==> config.mk <==
export PLATFORM = sky130hd
export DESIGN_NAME = fetch_unit
export DESIGN_NICKNAME = d
export VERILOG_FILES = /design/src/rtl/riscv_pkg.sv /design/src/rtl/fetch_fifo.sv /design/src/rtl/fetch_unit.sv
export SDC_FILE = /design/constraint.sdc
export NUM_CORES = 1
export LEC_CHECK = 0
export ABC_AREA = 1
export CAP_MARGIN = 20
export CORE_MARGIN = 10
export CORE_UTILIZATION = 49
export CTS_CLUSTER_DIAMETER = 40
export DETAILED_ROUTE_END_ITERATION = 10
export GPL_TIMING_DRIVEN = 0
export PLACE_DENSITY = 0.74
export SYNTH_ARGS = -nofsm -noshare
export SYNTH_HDL_FRONTEND = slang
export SYNTH_SLANG_ARGS = --single-unit
==> constraint.sdc <==
create_clock -name clk -period 8.14 [get_ports clk]
set_clock_uncertainty 0.1 [all_clocks]
set_input_delay 2.442 -clock clk [delete_from_list [all_inputs] [get_ports clk]]
set_output_delay 2.442 -clock clk [all_outputs]
set_load 0.05 [all_outputs]
==> src/rtl/riscv_pkg.sv <==
// riscv_pkg: constants and the fetch state encoding shared by the fetch slice
package riscv_pkg;
   localparam logic [31:0] RESET_PC_DEF = 32'h0000_0000;
   localparam logic [31:0] NOP = 32'h0000_0013;
   typedef enum logic [1:0] {ST_BOOT, ST_RUN, ST_HALT} fetch_state_t;
endpackage

==> src/rtl/fetch_fifo.sv <==
// fetch_fifo: registered instruction buffer of {pc, instr} entries with flush
module fetch_fifo #(
   parameter int DEPTH = 2
) (
   input  logic                     clk,
   input  logic                     rst,
   input  logic                     i_flush,
   input  logic                     i_push,
   input  logic [63:0]              i_data,
   input  logic                     i_pop,
   output logic                     o_valid,
   output logic [63:0]              o_head,
   output logic [$clog2(DEPTH):0]   o_count
);
   localparam int AW = $clog2(DEPTH);
   localparam int CW = AW + 1;
   logic [63:0]   r_mem [DEPTH];
   logic [AW-1:0] r_wp, r_rp;
   logic [CW-1:0] r_cnt;
   logic          w_wr, w_rd;
   assign w_rd    = i_pop & (r_cnt != '0);
   // a full buffer still takes a push when the head leaves in the same cycle
   assign w_wr    = i_push & ((r_cnt != CW'(DEPTH)) | w_rd);
   assign o_valid = r_cnt != '0;
   assign o_head  = r_mem[r_rp];
   assign o_count = r_cnt;
   always_ff @(posedge clk or posedge rst) begin
      if (rst) begin
         r_wp  <= '0;
         r_rp  <= '0;
         r_cnt <= '0;
         for (int i = 0; i < DEPTH; i++) r_mem[i] <= '0;
      end else if (i_flush) begin
         r_wp  <= '0;
         r_rp  <= '0;
         r_cnt <= '0;
      end else begin
         if (w_wr) r_mem[r_wp] <= i_data;
         r_wp  <= r_wp + AW'(w_wr);
         r_rp  <= r_rp + AW'(w_rd);
         r_cnt <= r_cnt + CW'(w_wr) - CW'(w_rd);
      end
   end
endmodule

==> src/rtl/fetch_unit.sv <==
// fetch_unit: credit-based in-order instruction fetch with redirect, drop and halt
module fetch_unit
   import riscv_pkg::*;
#(
   parameter logic [31:0] RESET_PC  = RESET_PC_DEF,
   parameter int          BUF_DEPTH = 2
) (
   input  logic        clk,
   input  logic        rst,
   input  logic        redirect,
   input  logic [31:0] redirect_pc,
   output logic        imem_req_valid,
   input  logic        imem_req_ready,
   output logic [31:0] imem_req_addr,
   input  logic        imem_rsp_valid,
   input  logic [31:0] imem_rsp_data,
   output logic        if_valid,
   input  logic        if_ready,
   output logic [31:0] if_pc,
   output logic [31:0] if_instr,
   output logic        misaligned
);
   localparam int          CW  = $clog2(BUF_DEPTH) + 1;
   localparam logic [CW:0] LIM = (CW + 1)'(BUF_DEPTH);
   fetch_state_t  r_state, w_state_nx;
   logic [31:0]   r_fetch_pc, r_rsp_pc;
   logic [CW-1:0] r_out, r_drop, w_out_nx, w_cnt;
   logic [CW:0]   w_used;
   logic [63:0]   w_head;
   logic          w_fire, w_push, w_pop, w_aligned;
   assign w_aligned      = redirect_pc[1:0] == 2'b00;
   assign w_pop          = if_valid & if_ready;
   // the head leaving this cycle frees its slot for a new request
   assign w_used         = {1'b0, r_out} + {1'b0, w_cnt} - (CW + 1)'(w_pop);
   assign imem_req_valid = (r_state == ST_RUN) & ~redirect & (w_used < LIM);
   assign imem_req_addr  = r_fetch_pc;
   assign w_fire         = imem_req_valid & imem_req_ready;
   assign w_out_nx       = r_out + CW'(w_fire) - CW'(imem_rsp_valid);
   assign w_push         = imem_rsp_valid & ~redirect & (r_drop == '0);
   assign misaligned     = r_state == ST_HALT;
   assign if_pc          = w_head[63:32];
   assign if_instr       = w_head[31:0];
   always_comb begin
      w_state_nx = r_state;
      if (redirect) w_state_nx = w_aligned ? ST_RUN : ST_HALT;
      else if (r_state == ST_BOOT) w_state_nx = ST_RUN;
   end
   // responses return in order, so the next kept response belongs to r_rsp_pc
   always_ff @(posedge clk or posedge rst) begin
      if (rst) begin
         r_state    <= ST_BOOT;
         r_fetch_pc <= RESET_PC;
         r_rsp_pc   <= RESET_PC;
         r_out      <= '0;
         r_drop     <= '0;
      end else begin
         r_state    <= w_state_nx;
         r_fetch_pc <= redirect ? redirect_pc : w_fire ? r_fetch_pc + 32'd4 : r_fetch_pc;
         r_rsp_pc   <= redirect ? redirect_pc : w_push ? r_rsp_pc + 32'd4 : r_rsp_pc;
         r_out      <= w_out_nx;
         r_drop     <= redirect ? w_out_nx :
                       (imem_rsp_valid && r_drop != '0) ? r_drop - CW'(1) : r_drop;
      end
   end
   fetch_fifo #(.DEPTH(BUF_DEPTH)) u_fifo (
      .clk     (clk),
      .rst     (rst),
      .i_flush (redirect),
      .i_push  (w_push),
      .i_data  ({r_rsp_pc, imem_rsp_data}),
      .i_pop   (w_pop),
      .o_valid (if_valid),
      .o_head  (w_head),
      .o_count (w_cnt)
   );
endmodule

==> metrics.txt <==
TritonCTS clock tree done; fmax 131.2 MHz; global-route wire length before repair 49.86 mm; clk slew on worst S/H paths 0.05 ns; vias per inst 5.194; Total Routed Length 30.96 mm; Avg Inst Size Synth 7.904 µm²; total of max-cap violations 0; I/O pin count 169; slew of the pin with the lowest slew margin 0.7684 ns; CP Class in2out; Starting Density 49.67%; die height 168.5 µm; DR WL/cell 16.56 µm; status finished clean; synthesized cell area 10810 µm²; die span in x 168.5 µm; Net Sw Frac 42.50%; Worst Path Required 5.60 ns; area grow syn2layout 29.01%; # hold bufs at CTS 0; Post-DRT Antenna Nets 0; Net Sw Power 2.188 mW; nets@finish 1648; first drt pass iteration count 5; CP Capture Type primary output; Sequential Power Share 30.0%; P_int 2.960 mW; Comb pwr share 43.6%; HPWL Detailed 22.54 mm; Final Power 5.148 mW; total track usage 21.16%; row count 54; Netlist cell types 40; fin crit share 93.63%; synthesized flop and latch total 202; CTS-repair resized insts 0; Inserted Diodes 0; crit start category input pin; initial antenna violation count 0; Leak 6.824 nW; max-slew violation count 0; Worst IR Drop VDD 0.0001696 V; Final setup viols 0; TritonCTS Sinks 202; Num CTS Buffers 30; Setup WS pre-CTS 0.5052 ns; GP Congestion 0.9606; YS warnings 0; global route overflow 0; fin crit period 7.622 ns; Crit path arrival time 5.08 ns; Post-DP Area 12870 µm²; vias in the first global route 9412; Clk pwr share 26.3%; post-CTS setup buffer count 0; utilization after layout 64.07%; sequential area share after synthesis 46.78%; Core Region 21760 µm²; largest net degree at the start of global routing 104; Port Buffers 168; Pwr Density 369.3 nW/µm²; Slew HR 48.78%; RSZ-0062 raised after global routing false; design area 13940 µm²; Clock Path Buffers 3; layout cells sized above 1 13.08%; Post-Syn Nets 1447; Initial DRC Count 822; DRC viols 0; Post-synth ARST share 100.0%; Main synth FF type dfrtp_1; Post-Syn Instances 1367; CP Max Fanout 4; CTS root buf clkbuf_16; via count 9713; full die area 28390 µm²; Hold Fails Final Rpt 0; Hold Crit Class reg2reg; EDFF count, synth 0; Final Worst Setup Slack 0.5184 ns; htree depth 1; clk_lat worst skew 0.55 ns
[per-layer routing]
| layer | up-vias | track usage, % | routed length, µm |
|---|---|---|---|
| li1 | 4744 | - | - |
| met1 | 4569 | 28.73 | 14000 |
| met2 | 340 | 33.41 | 14100 |
| met3 | 60 | 4.377 | 2036 |
| met4 | 0 | 6.283 | 829 |
| met5 | - | 0 | 0 |
[logic make-up (layout without fill, tap and decap cells)]
| family | count (synthesis) | count (layout) | share of synthesized area (%) |
|---|---|---|---|
| flops | 202 | 202 | 46.78 |
| buf+inv | 201 | 424 | 9.067 |
| simple gates | 717 | 717 | 27.17 |
| mux | 1 | 1 | 0.1042 |
| compound gates | 212 | 212 | 13.71 |
| xor+xnor | 24 | 24 | 1.945 |
| fa+ha+maj | 10 | 10 | 1.227 |
[synth_stat cells (all sizes together), types with 3 or more instances]
master | number | area (µm²)
nand4 | 17 | 106.4
o21ai | 163 | 1169
nand2 | 550 | 2100
ha | 9 | 112.6
a21oi | 21 | 105.1
inv | 144 | 543.0
xor2 | 19 | 166.4
clkbuf | 14 | 52.55
nor3 | 7 | 40.04
a31oi | 4 | 25.02
xnor2 | 5 | 43.79
o211ai | 13 | 97.59
o21bai | 4 | 30.03
nor2 | 76 | 341.6
buf | 43 | 384.1
dfrtp | 202 | 5055
nand3 | 62 | 315.3
and2 | 3 | 18.77
[final timing paths]
check                      cells past startpoint                    startpoint                            end  slack (ns)
max                                           12                      if_ready                 imem_req_valid        0.52
min                                            2  imem_req_addr[1]$_DFFE_PP0P_   imem_req_addr[1]$_DFFE_PP0P_        0.38
max reg2reg                                   20   u_fifo.o_count[0]$_DFF_PP0_          r_drop[1]$_DFFE_PP0P_        4.35
min reg2reg                                    2  imem_req_addr[1]$_DFFE_PP0P_   imem_req_addr[1]$_DFFE_PP0P_        0.38
max in group asynchronous                      3                           rst  u_fifo.r_mem[100]$_DFFE_PP0P_        4.63
min in group asynchronous                      2                           rst   u_fifo.r_mem[79]$_DFFE_PP0P_        2.34
[state kept, by name, summed over array words and instances (netlist names)]
register / cells
r_rsp_pc: 32
u_fifo.r_mem: 128
imem_req_addr: 32
u_fifo.o_count: 2
u_fifo.r_rp: 1
r_drop: 2
r_state: 2
u_fifo.r_wp: 1
r_out: 2
[power by group through the flow]
| stage | Clock (mW) | Sequential [mW] | Combinational [mW] |
|---|---|---|---|
| floorplan | 0 | 1.59 | 1.49 |
| global placement | 0 | 1.54 | 2.22 |
| detailed placement | 0 | 1.55 | 2.26 |
| CTS | 1.37 | 1.54 | 2.27 |
| global route | 1.41 | 1.58 | 2.43 |
| finish | 1.36 | 1.55 | 2.25 |
[placed cells by master, fill, tap and decap left out, types with 6 or more instances in the layout]
cell type and n:
nand2_1 542, dfrtp_1 202, clkdlybuf4s50_1 168, inv_1 139, o21ai_2 94, nor2_1 65
nand3_1 61, o21ai_0 40, clkbuf_16 30, o21ai_1 29, buf_6 28, a21oi_1 21
xor2_1 19, clkbuf_1 18, nand4_1 17, o211ai_1 13, ha_1 9, buf_2 7
nor2_2 7, buf_1 7, nor3_1 6
[worst max-delay path, cell delays in order]
cell	delay (ns)
clkdlybuf4s50_1	0.47
nand2_2	0.11
inv_1	0.11
ha_1	0.23
inv_1	0.07
nand2_1	0.06
fa_1	0.48
nand2_1	0.06
nor2_2	0.11
nand2_1	0.07
inv_1	0.06
clkdlybuf4s50_1	0.79
[through the flow]
stage               cells  setup TNS [ns]  hold slack (ns)
floorplan            1367               0           0.3534
global placement     1815         -538.85           0.3581
detailed placement   1816               0           0.3671
CTS                  1870               0           0.3805
global route         1870               0           0.3931
finish               1870               0           0.3751
[area by class of cell]
cell class | instances | area [µm²]
Fill cell | 1852 | 7816
Buffer | 57 | 436.7
Multi-Input combinational cell | 964 | 4771
Tap cell | 280 | 350.3
Sequential cell | 202 | 5055
Clock inverter | 15 | 232.7
Inverter | 144 | 550.5
Clock buffer | 39 | 834.6
Timing Repair Buffer | 169 | 1709
Power figures use the tool's default switching activity.
